<file path="config.mk">
export PLATFORM = sky130hd
export DESIGN_NAME = mem_port_arbiter_flat
export DESIGN_NICKNAME = d
export VERILOG_FILES = /design/src/rtl/mem_port_arbiter_if.sv /design/src/rtl/mem_port_arbiter.sv /design/src/flat_wrapper.sv
export SDC_FILE = /design/constraint.sdc
export NUM_CORES = 1
export LEC_CHECK = 0
export ABC_CLOCK_PERIOD_IN_PS = 2400
export BUFFER_PORTS_ARGS = -buffer_cell sky130_fd_sc_hd__buf_2
export CELL_PAD_IN_SITES_DETAIL_PLACEMENT = 1
export CELL_PAD_IN_SITES_GLOBAL_PLACEMENT = 2
export CORE_MARGIN = 4
export CORE_UTILIZATION = 10
export CTS_BUF_LIST = sky130_fd_sc_hd__clkbuf_8
export CTS_CLUSTER_DIAMETER = 150
export DETAILED_ROUTE_END_ITERATION = 10
export PLACE_DENSITY_LB_ADDON = 0.1
export SKIP_CTS_REPAIR_TIMING = 1
export SLEW_MARGIN = 30
export SYNTH_ARGS = -nofsm -noshare
export SYNTH_HDL_FRONTEND = slang
export SYNTH_SLANG_ARGS = --single-unit
</file>
<file path="constraint.sdc">
create_clock -name clk -period 2.4 [get_ports clk]
set_clock_uncertainty 0.15 [all_clocks]
set_input_delay 0.12 -clock clk [delete_from_list [all_inputs] [get_ports clk]]
set_output_delay 0.12 -clock clk [all_outputs]
set_load 0.01 [all_outputs]
</file>
<file path="src/rtl/mem_port_arbiter_if.sv">
// Bundles the CPU port, DMA port and memory-array side of the unified memory arbiter.
// The slave modport is the arbiter itself; master is whatever drives requests and the array.
interface mem_port_arbiter_if #(
    parameter int AW = 32,
    parameter int DW = 32
);
    logic          cpu_req;
    logic          cpu_we;
    logic [AW-1:0] cpu_addr;
    logic [DW-1:0] cpu_wdata;
    logic          cpu_gnt;
    logic          cpu_rvalid;
    logic [DW-1:0] cpu_rdata;

    logic          dma_req;
    logic          dma_we;
    logic [AW-1:0] dma_addr;
    logic [DW-1:0] dma_wdata;
    logic          dma_gnt;
    logic          dma_rvalid;
    logic [DW-1:0] dma_rdata;

    logic          mem_en;
    logic          mem_we;
    logic [AW-1:0] mem_addr;
    logic [DW-1:0] mem_wdata;
    logic [DW-1:0] mem_rdata;

    logic          busy;

    modport slave (
        input  cpu_req, cpu_we, cpu_addr, cpu_wdata,
        output cpu_gnt, cpu_rvalid, cpu_rdata,
        input  dma_req, dma_we, dma_addr, dma_wdata,
        output dma_gnt, dma_rvalid, dma_rdata,
        output mem_en, mem_we, mem_addr, mem_wdata,
        input  mem_rdata,
        output busy
    );

    modport master (
        output cpu_req, cpu_we, cpu_addr, cpu_wdata,
        input  cpu_gnt, cpu_rvalid, cpu_rdata,
        output dma_req, dma_we, dma_addr, dma_wdata,
        input  dma_gnt, dma_rvalid, dma_rdata,
        input  mem_en, mem_we, mem_addr, mem_wdata,
        output mem_rdata,
        input  busy
    );
endinterface

</file>
<file path="src/rtl/mem_port_arbiter.sv">
// Round-robin arbiter sharing one unified memory between the CPU and a DMA/debug loader.
// Writes complete in the issue cycle; reads hold the memory for RD_LAT wait cycles.
module mem_port_arbiter #(
    parameter int AW     = 32,
    parameter int DW     = 32,
    parameter int RD_LAT = 2
) (
    input  logic              clk,
    input  logic              reset,
    mem_port_arbiter_if.slave bus
);

    if (RD_LAT < 1 || RD_LAT > 8) begin : g_bad_rd_lat
        $error("mem_port_arbiter: RD_LAT must be in 1..8");
    end

    localparam int CW = (RD_LAT > 1) ? $clog2(RD_LAT) : 1;

    typedef enum logic {IDLE, WAIT} state_t;
    typedef enum logic {OWN_CPU, OWN_DMA} owner_t;

    state_t        state_q, state_d;
    logic [CW-1:0] cnt_q, cnt_d;
    owner_t        last_owner_q, last_owner_d;
    owner_t        owner_q, owner_d;

    logic          cpu_wins;
    logic          win_we;
    logic [AW-1:0] win_addr;
    logic [DW-1:0] win_wdata;

    // last_owner resets to DMA so that the CPU wins the very first tie
    always_ff @(posedge clk or posedge reset) begin
        if (reset) begin
            state_q      <= IDLE;
            cnt_q        <= '0;
            last_owner_q <= OWN_DMA;
            owner_q      <= OWN_CPU;
        end else begin
            state_q      <= state_d;
            cnt_q        <= cnt_d;
            last_owner_q <= last_owner_d;
            owner_q      <= owner_d;
        end
    end

    always_comb begin
        state_d        = state_q;
        cnt_d          = cnt_q;
        last_owner_d   = last_owner_q;
        owner_d        = owner_q;
        bus.cpu_gnt    = 1'b0;
        bus.cpu_rvalid = 1'b0;
        bus.cpu_rdata  = '0;
        bus.dma_gnt    = 1'b0;
        bus.dma_rvalid = 1'b0;
        bus.dma_rdata  = '0;
        bus.mem_en     = 1'b0;
        bus.mem_we     = 1'b0;
        bus.mem_addr   = '0;
        bus.mem_wdata  = '0;
        bus.busy       = (state_q != IDLE);

        cpu_wins  = bus.cpu_req && (!bus.dma_req || last_owner_q == OWN_DMA);
        win_we    = cpu_wins ? bus.cpu_we    : bus.dma_we;
        win_addr  = cpu_wins ? bus.cpu_addr  : bus.dma_addr;
        win_wdata = cpu_wins ? bus.cpu_wdata : bus.dma_wdata;

        case (state_q)
            IDLE: begin
                // Issue is suppressed while reset is held so every strobe stays low
                if (!reset && (bus.cpu_req || bus.dma_req)) begin
                    bus.mem_en    = 1'b1;
                    bus.mem_we    = win_we;
                    bus.mem_addr  = win_addr;
                    bus.mem_wdata = win_wdata;
                    bus.cpu_gnt   = cpu_wins;
                    bus.dma_gnt   = !cpu_wins;
                    owner_d       = cpu_wins ? OWN_CPU : OWN_DMA;
                    last_owner_d  = owner_d;
                    if (!win_we) begin
                        state_d = WAIT;
                        cnt_d   = CW'(RD_LAT - 1);
                    end
                end
            end
            WAIT: begin
                if (cnt_q == '0) begin
                    if (owner_q == OWN_CPU) begin
                        bus.cpu_rvalid = 1'b1;
                        bus.cpu_rdata  = bus.mem_rdata;
                    end else begin
                        bus.dma_rvalid = 1'b1;
                        bus.dma_rdata  = bus.mem_rdata;
                    end
                    state_d = IDLE;
                end else begin
                    cnt_d = cnt_q - CW'(1);
                end
            end
            default: state_d = IDLE;
        endcase
    end

endmodule

</file>
<file path="src/flat_wrapper.sv">
// flat-port wrapper written by rule: the top's interface ports become plain ports
module mem_port_arbiter_flat 
#(
    parameter int AW     = 32,
    parameter int DW     = 32,
    parameter int RD_LAT = 2
)
  (clk, reset, bus_cpu_req, bus_cpu_we, bus_cpu_addr, bus_cpu_wdata, bus_cpu_gnt, bus_cpu_rvalid, bus_cpu_rdata, bus_dma_req, bus_dma_we, bus_dma_addr, bus_dma_wdata, bus_dma_gnt, bus_dma_rvalid, bus_dma_rdata, bus_mem_en, bus_mem_we, bus_mem_addr, bus_mem_wdata, bus_mem_rdata, bus_busy);
  mem_port_arbiter_if #(.AW(AW), .DW(DW)) bus_i ();
  input  logic clk;
  input  logic reset;
  input wire logic [$bits(bus_i.cpu_req)-1:0] bus_cpu_req;
  input wire logic [$bits(bus_i.cpu_we)-1:0] bus_cpu_we;
  input wire logic [$bits(bus_i.cpu_addr)-1:0] bus_cpu_addr;
  input wire logic [$bits(bus_i.cpu_wdata)-1:0] bus_cpu_wdata;
  output wire logic [$bits(bus_i.cpu_gnt)-1:0] bus_cpu_gnt;
  output wire logic [$bits(bus_i.cpu_rvalid)-1:0] bus_cpu_rvalid;
  output wire logic [$bits(bus_i.cpu_rdata)-1:0] bus_cpu_rdata;
  input wire logic [$bits(bus_i.dma_req)-1:0] bus_dma_req;
  input wire logic [$bits(bus_i.dma_we)-1:0] bus_dma_we;
  input wire logic [$bits(bus_i.dma_addr)-1:0] bus_dma_addr;
  input wire logic [$bits(bus_i.dma_wdata)-1:0] bus_dma_wdata;
  output wire logic [$bits(bus_i.dma_gnt)-1:0] bus_dma_gnt;
  output wire logic [$bits(bus_i.dma_rvalid)-1:0] bus_dma_rvalid;
  output wire logic [$bits(bus_i.dma_rdata)-1:0] bus_dma_rdata;
  output wire logic [$bits(bus_i.mem_en)-1:0] bus_mem_en;
  output wire logic [$bits(bus_i.mem_we)-1:0] bus_mem_we;
  output wire logic [$bits(bus_i.mem_addr)-1:0] bus_mem_addr;
  output wire logic [$bits(bus_i.mem_wdata)-1:0] bus_mem_wdata;
  input wire logic [$bits(bus_i.mem_rdata)-1:0] bus_mem_rdata;
  output wire logic [$bits(bus_i.busy)-1:0] bus_busy;
  assign bus_i.cpu_req = bus_cpu_req;
  assign bus_i.cpu_we = bus_cpu_we;
  assign bus_i.cpu_addr = bus_cpu_addr;
  assign bus_i.cpu_wdata = bus_cpu_wdata;
  assign bus_cpu_gnt = bus_i.cpu_gnt;
  assign bus_cpu_rvalid = bus_i.cpu_rvalid;
  assign bus_cpu_rdata = bus_i.cpu_rdata;
  assign bus_i.dma_req = bus_dma_req;
  assign bus_i.dma_we = bus_dma_we;
  assign bus_i.dma_addr = bus_dma_addr;
  assign bus_i.dma_wdata = bus_dma_wdata;
  assign bus_dma_gnt = bus_i.dma_gnt;
  assign bus_dma_rvalid = bus_i.dma_rvalid;
  assign bus_dma_rdata = bus_i.dma_rdata;
  assign bus_mem_en = bus_i.mem_en;
  assign bus_mem_we = bus_i.mem_we;
  assign bus_mem_addr = bus_i.mem_addr;
  assign bus_mem_wdata = bus_i.mem_wdata;
  assign bus_i.mem_rdata = bus_mem_rdata;
  assign bus_busy = bus_i.busy;
  mem_port_arbiter #(.AW(AW), .DW(DW), .RD_LAT(RD_LAT)) u_core (.clk(clk), .reset(reset), .bus(bus_i));
endmodule
</file>
# --- Word-level counts from Yosys, hierarchy flattened ---
# Cells that the tools add are included.
classes:
  add_sub_neg: 1
  n_mul: 0
  div_mod_pow: 0
  n_lt_le_gt_ge: 0
  eq_ne: 2
  n_shift: 0
  n_mux: 36
  bitwise_logic: 1
  reduce_logical: 9
op_table:
  columns: ["cell", "n"]
  rows:
  - ["32-bit 2-to-1 mux", 12]
  - ["1-bit 2-to-1 mux", 22]
  - ["1-bit case mux with 2 select lines", 2]
  - ["2-bit AND reduction", 2]
  - ["1-bit logical NOT", 3]
  - ["1-bit logical AND", 2]
  - ["1-bit logical OR", 2]
  - ["2-bit by 1-bit inequality test with 1-bit output (second input constant)", 1]
  - ["2-bit inequality test (second input constant)", 1]
  - ["1-bit inverter", 1]
  - ["1-bit subtractor (second input constant)", 1]
word_totals:
  regBits: 4
  latch_bits: 0
  mem_bits_rw: 0
  romBits: 0
  input_bits: 166
  output_inout_bits: 135
  wordCells: 53
  mem_count: 0

# --- Depth between registers and ports, before layout ---
depth:
  depth_word: 7
  ltp_mapped: 6
  ltp_nobuf: 3

# --- Least setup slack after synthesis ---
# No wires, ideal clock.
synth_timing:
  kind: "register to output"
  start: "reg u_core.last_owner_q"
  end: "out bus_mem_addr[0]"
  arrival_ns: 1.318
  required_time_ns: 2.130
  slack_ns: 0.812
  path_stages_with_launch: 7
  path_buffers: 3
  cell_sequence: "dfstp_2 nand2b_4 and3_1 clkbuf_2 buf_6 buf_6 a22o_1"
synth_between:
  elab_chain_len: 5
synth_rtl:
  columns: ["item", "line_no", "text"]
  rows:
  - ["start: declaration", "mem_port_arbiter.sv:24", "owner_t last_owner_q, last_owner_d;"]
  - ["start signal: assignment", "mem_port_arbiter.sv:42", "last_owner_q <= last_owner_d;"]
  - ["1-bit logical OR", "mem_port_arbiter.sv:64", "cpu_wins = bus.cpu_req && (!bus.dma_req || last_owner_q == OWN_DMA);"]
  - ["1-bit logical AND", "mem_port_arbiter.sv:64", null]
  - ["32-bit 2-to-1 mux", "mem_port_arbiter.sv:66", "win_addr = cpu_wins ? bus.cpu_addr : bus.dma_addr;"]
  - ["32-bit 2-to-1 mux", "mem_port_arbiter.sv:72", "if (!reset && (bus.cpu_req || bus.dma_req)) begin"]
  - ["32-bit 2-to-1 mux", "mem_port_arbiter.sv:69", "case (state_q)"]
  - ["end: declaration", "flat_wrapper.sv:28", "output wire logic [$bits(bus_i.mem_addr)-1:0] bus_mem_addr;"]
# No other way between the ends.

# --- Final worst setup path ---
layout_timing:
  start: "in reset"
  end: "out bus_mem_wdata[14]"
layout_between:
  elab_chain_len: 4
layout_rtl:
  columns: ["item", "line_no", "text"]
  rows:
  - ["start: declaration", "flat_wrapper.sv:11", "input logic reset;"]
  - ["1-bit logical NOT", "mem_port_arbiter.sv:72", null]
  - ["1-bit logical AND", "mem_port_arbiter.sv:72", null]
  - ["32-bit 2-to-1 mux", "mem_port_arbiter.sv:72", null]
  - ["32-bit 2-to-1 mux", "mem_port_arbiter.sv:69", null]
  - ["end: declaration", "flat_wrapper.sv:29", "output wire logic [$bits(bus_i.mem_wdata)-1:0] bus_mem_wdata;"]
# No other way between the ends.

==> metrics.txt <==
final worst slack 0.304 ns; vias per cell 3.92; row count 41; minimum clock period after layout around 2.1 ns; max-slew violation count 0; DP Worst Slack approximately 0.63 ns; Worst Setup Path Type in -> out; RSZ-0062 raised after global routing no; Iter 0 DRT Violations 43; DRT Wirelength 9910 um; share of cells above drive strength 1 around two thirds; initial antenna violation count 0; TritonCTS clock tree yes; CP Launch Type primary input; Syn-to-layout area delta 131%; DR pass1 iterations 3; TritonCTS Buffers 3; Mean Syn Cell Area 7.51 sq um; final setup vio count 0; CP max FO 66; status finished, final reports clean; post-synth top area share between 40% and 50%; Antenna Nets Post-Route 0; first-pass GRT wire length 13600 um; H-tree levels 1; Crit path required time between 2 and 2.5 ns; max cap viols 0; Die Footprint 0.0150 sq mm; YS warnings 0; Yosys cell types 19; Synth Register Bits 4; Least-Margin Pin Slew 0.637 ns; final hold viol count 0; vias post-DR 2485; DRC viols 0; area leader, netlist a22o_1; # diodes 0; Synth area leaders a22o_1 (43%), and2_1 (31%), dfrtp_1 (5.7%); cell count after synthesis ~170; Total GRT Usage 11.5%; core region area 0.0127 sq mm; worst reg2reg path depth 3; root buf cell clkbuf_8; post-synthesis net count 340; total grt overflow 0; io pins 301; CP endpoint kind output pin; Hold Crit Depth 3; register area share after synthesis 7.75%; Die X-Extent 122 um; Leakage between 1.5 and 2 nW; post-synthesis instance area 0.00131 sq mm; period utilization between 80% and 90%; nets@finish 629; power per cell area ~460 mW/mm^2; vias in the first global route 2582; initial core utilization 10.3%; Worst-Skew Late Latency 0.22 ns; Worst Path Arrival 1.83 ns; clk sink count 4; die height ~120 um; maximum root-to-sink buffer count 2; Worst-path clk slew 0.04 ns; worst hold path type in -> reg; Fmax 477 MHz; Slew headroom 57.1%; WL/cell 15.6 um; total negative slack 0 ns; number of port buffers 300; pin count of the biggest net entering global routing 67; Worst VDD drop 0.199 mV; final weighted congestion in routability-driven placement 0.703
power by group:
group,internal (mW),switching [mW],total (mW)
Combinational,0.534,0.583,1.12
Clock,0.109,0.0387,0.148
Sequential,0.102,0.0209,0.123
Total,0.745,0.643,1.39
cells in the mapped netlist, drive strengths merged:
cell type / n
a21boi: 1
a21oi: 2
a22o: 64
and2: 64
and3: 5
buf: 13
clkbuf: 8
dfrtp: 3
dfstp: 1
inv: 5
nand2: 2
nand2b: 1
nor2: 1
o21ai: 1
o21ba: 1
o31ai: 1
o32ai: 1
layout by cell type (no fill, tap or decap):
master         Yosys  layout
a21boi_0           1       1
buf_2              9     300
buf_4              0       2
nand2b_4           1       1
inv_1              5       6
dlygate4sd3_1      0       1
clkbuf_8           0       3
and3_2             0       2
and2_1            64      64
o31ai_1            1       1
and3_1             5       3
a22o_1            64      64
nand2_1            2       2
dfstp_2            1       1
nor2_1             1       1
o21ai_0            1       1
o21ba_2            1       1
dfrtp_1            3       3
a21oi_1            2       2
o32ai_1            1       1
buf_12             0       2
layout make-up:
cell class | instances | area [sq um]
repair buffers | 305 | 1570
inverters | 5 | 18.8
multi-input cells | 144 | 1070
fillers | 1648 | 9710
clock buffers | 3 | 41.3
well taps | 172 | 215
flip-flops and latches | 4 | 101
clock inverters | 1 | 3.75
cells by family after synthesis:
group           Yosys count  synth area share (%)
flops                     4                  7.75
simple gates             73                  34.9
buf+inv                  26                  10.7
compound gates           71                  46.6
worst paths after layout:
kind	endpoint	slack [ns]	start
max reg2reg	u_core.bus.busy	0.90	u_core.bus.busy
max	bus_mem_wdata[14]	0.30	reset
min reg2reg	u_core.last_owner_q	0.32	u_core.last_owner_q
max in group asynchronous	u_core.last_owner_q	1.65	reset
min in group asynchronous	u_core.bus.busy	0.21	reset
min	u_core.owner_q	0.17	bus_cpu_req
stage by stage:
step           cell area (sq um)  util (%)  hold WS (ns)  std cells  power [mW]
3_5_place_dp                2960      23.3        -0.115        629        1.27
2_1_floorplan               1310         -        -0.265        174       0.738
4_1_cts                     3010      23.6        -0.353        633        1.42
5_1_grt                     3020      23.7         0.201        634        1.52
3_3_place_gp                2960      23.3        -0.120        629        1.27
6_report                    3020      23.7         0.174        634        1.39
routing by layer:
layer / part of all wire, % / GRT usage [%]
met2: 57 / 24.0
met5: 0 / 0
met4: 0.46 / 1.47
met3: 10 / 3.00
met1: 32 / 11.4
worst max-delay path, stage by stage:
cell,delay [ns]
dlygate4sd3_1,0.54
buf_2,0.13
nor2_1,0.14
and3_2,0.24
buf_12,0.26
a22o_1,0.20
buf_2,0.13
sequential cells by signal, indices dropped and copies added, names as in the netlist:
| register | count |
|---|---|
| u_core.bus.busy | 1 |
| u_core.last_owner_q | 1 |
| u_core.cnt_q | 1 |
| u_core.owner_q | 1 |
No activity file was read; power rests on OpenSTA's default activity.
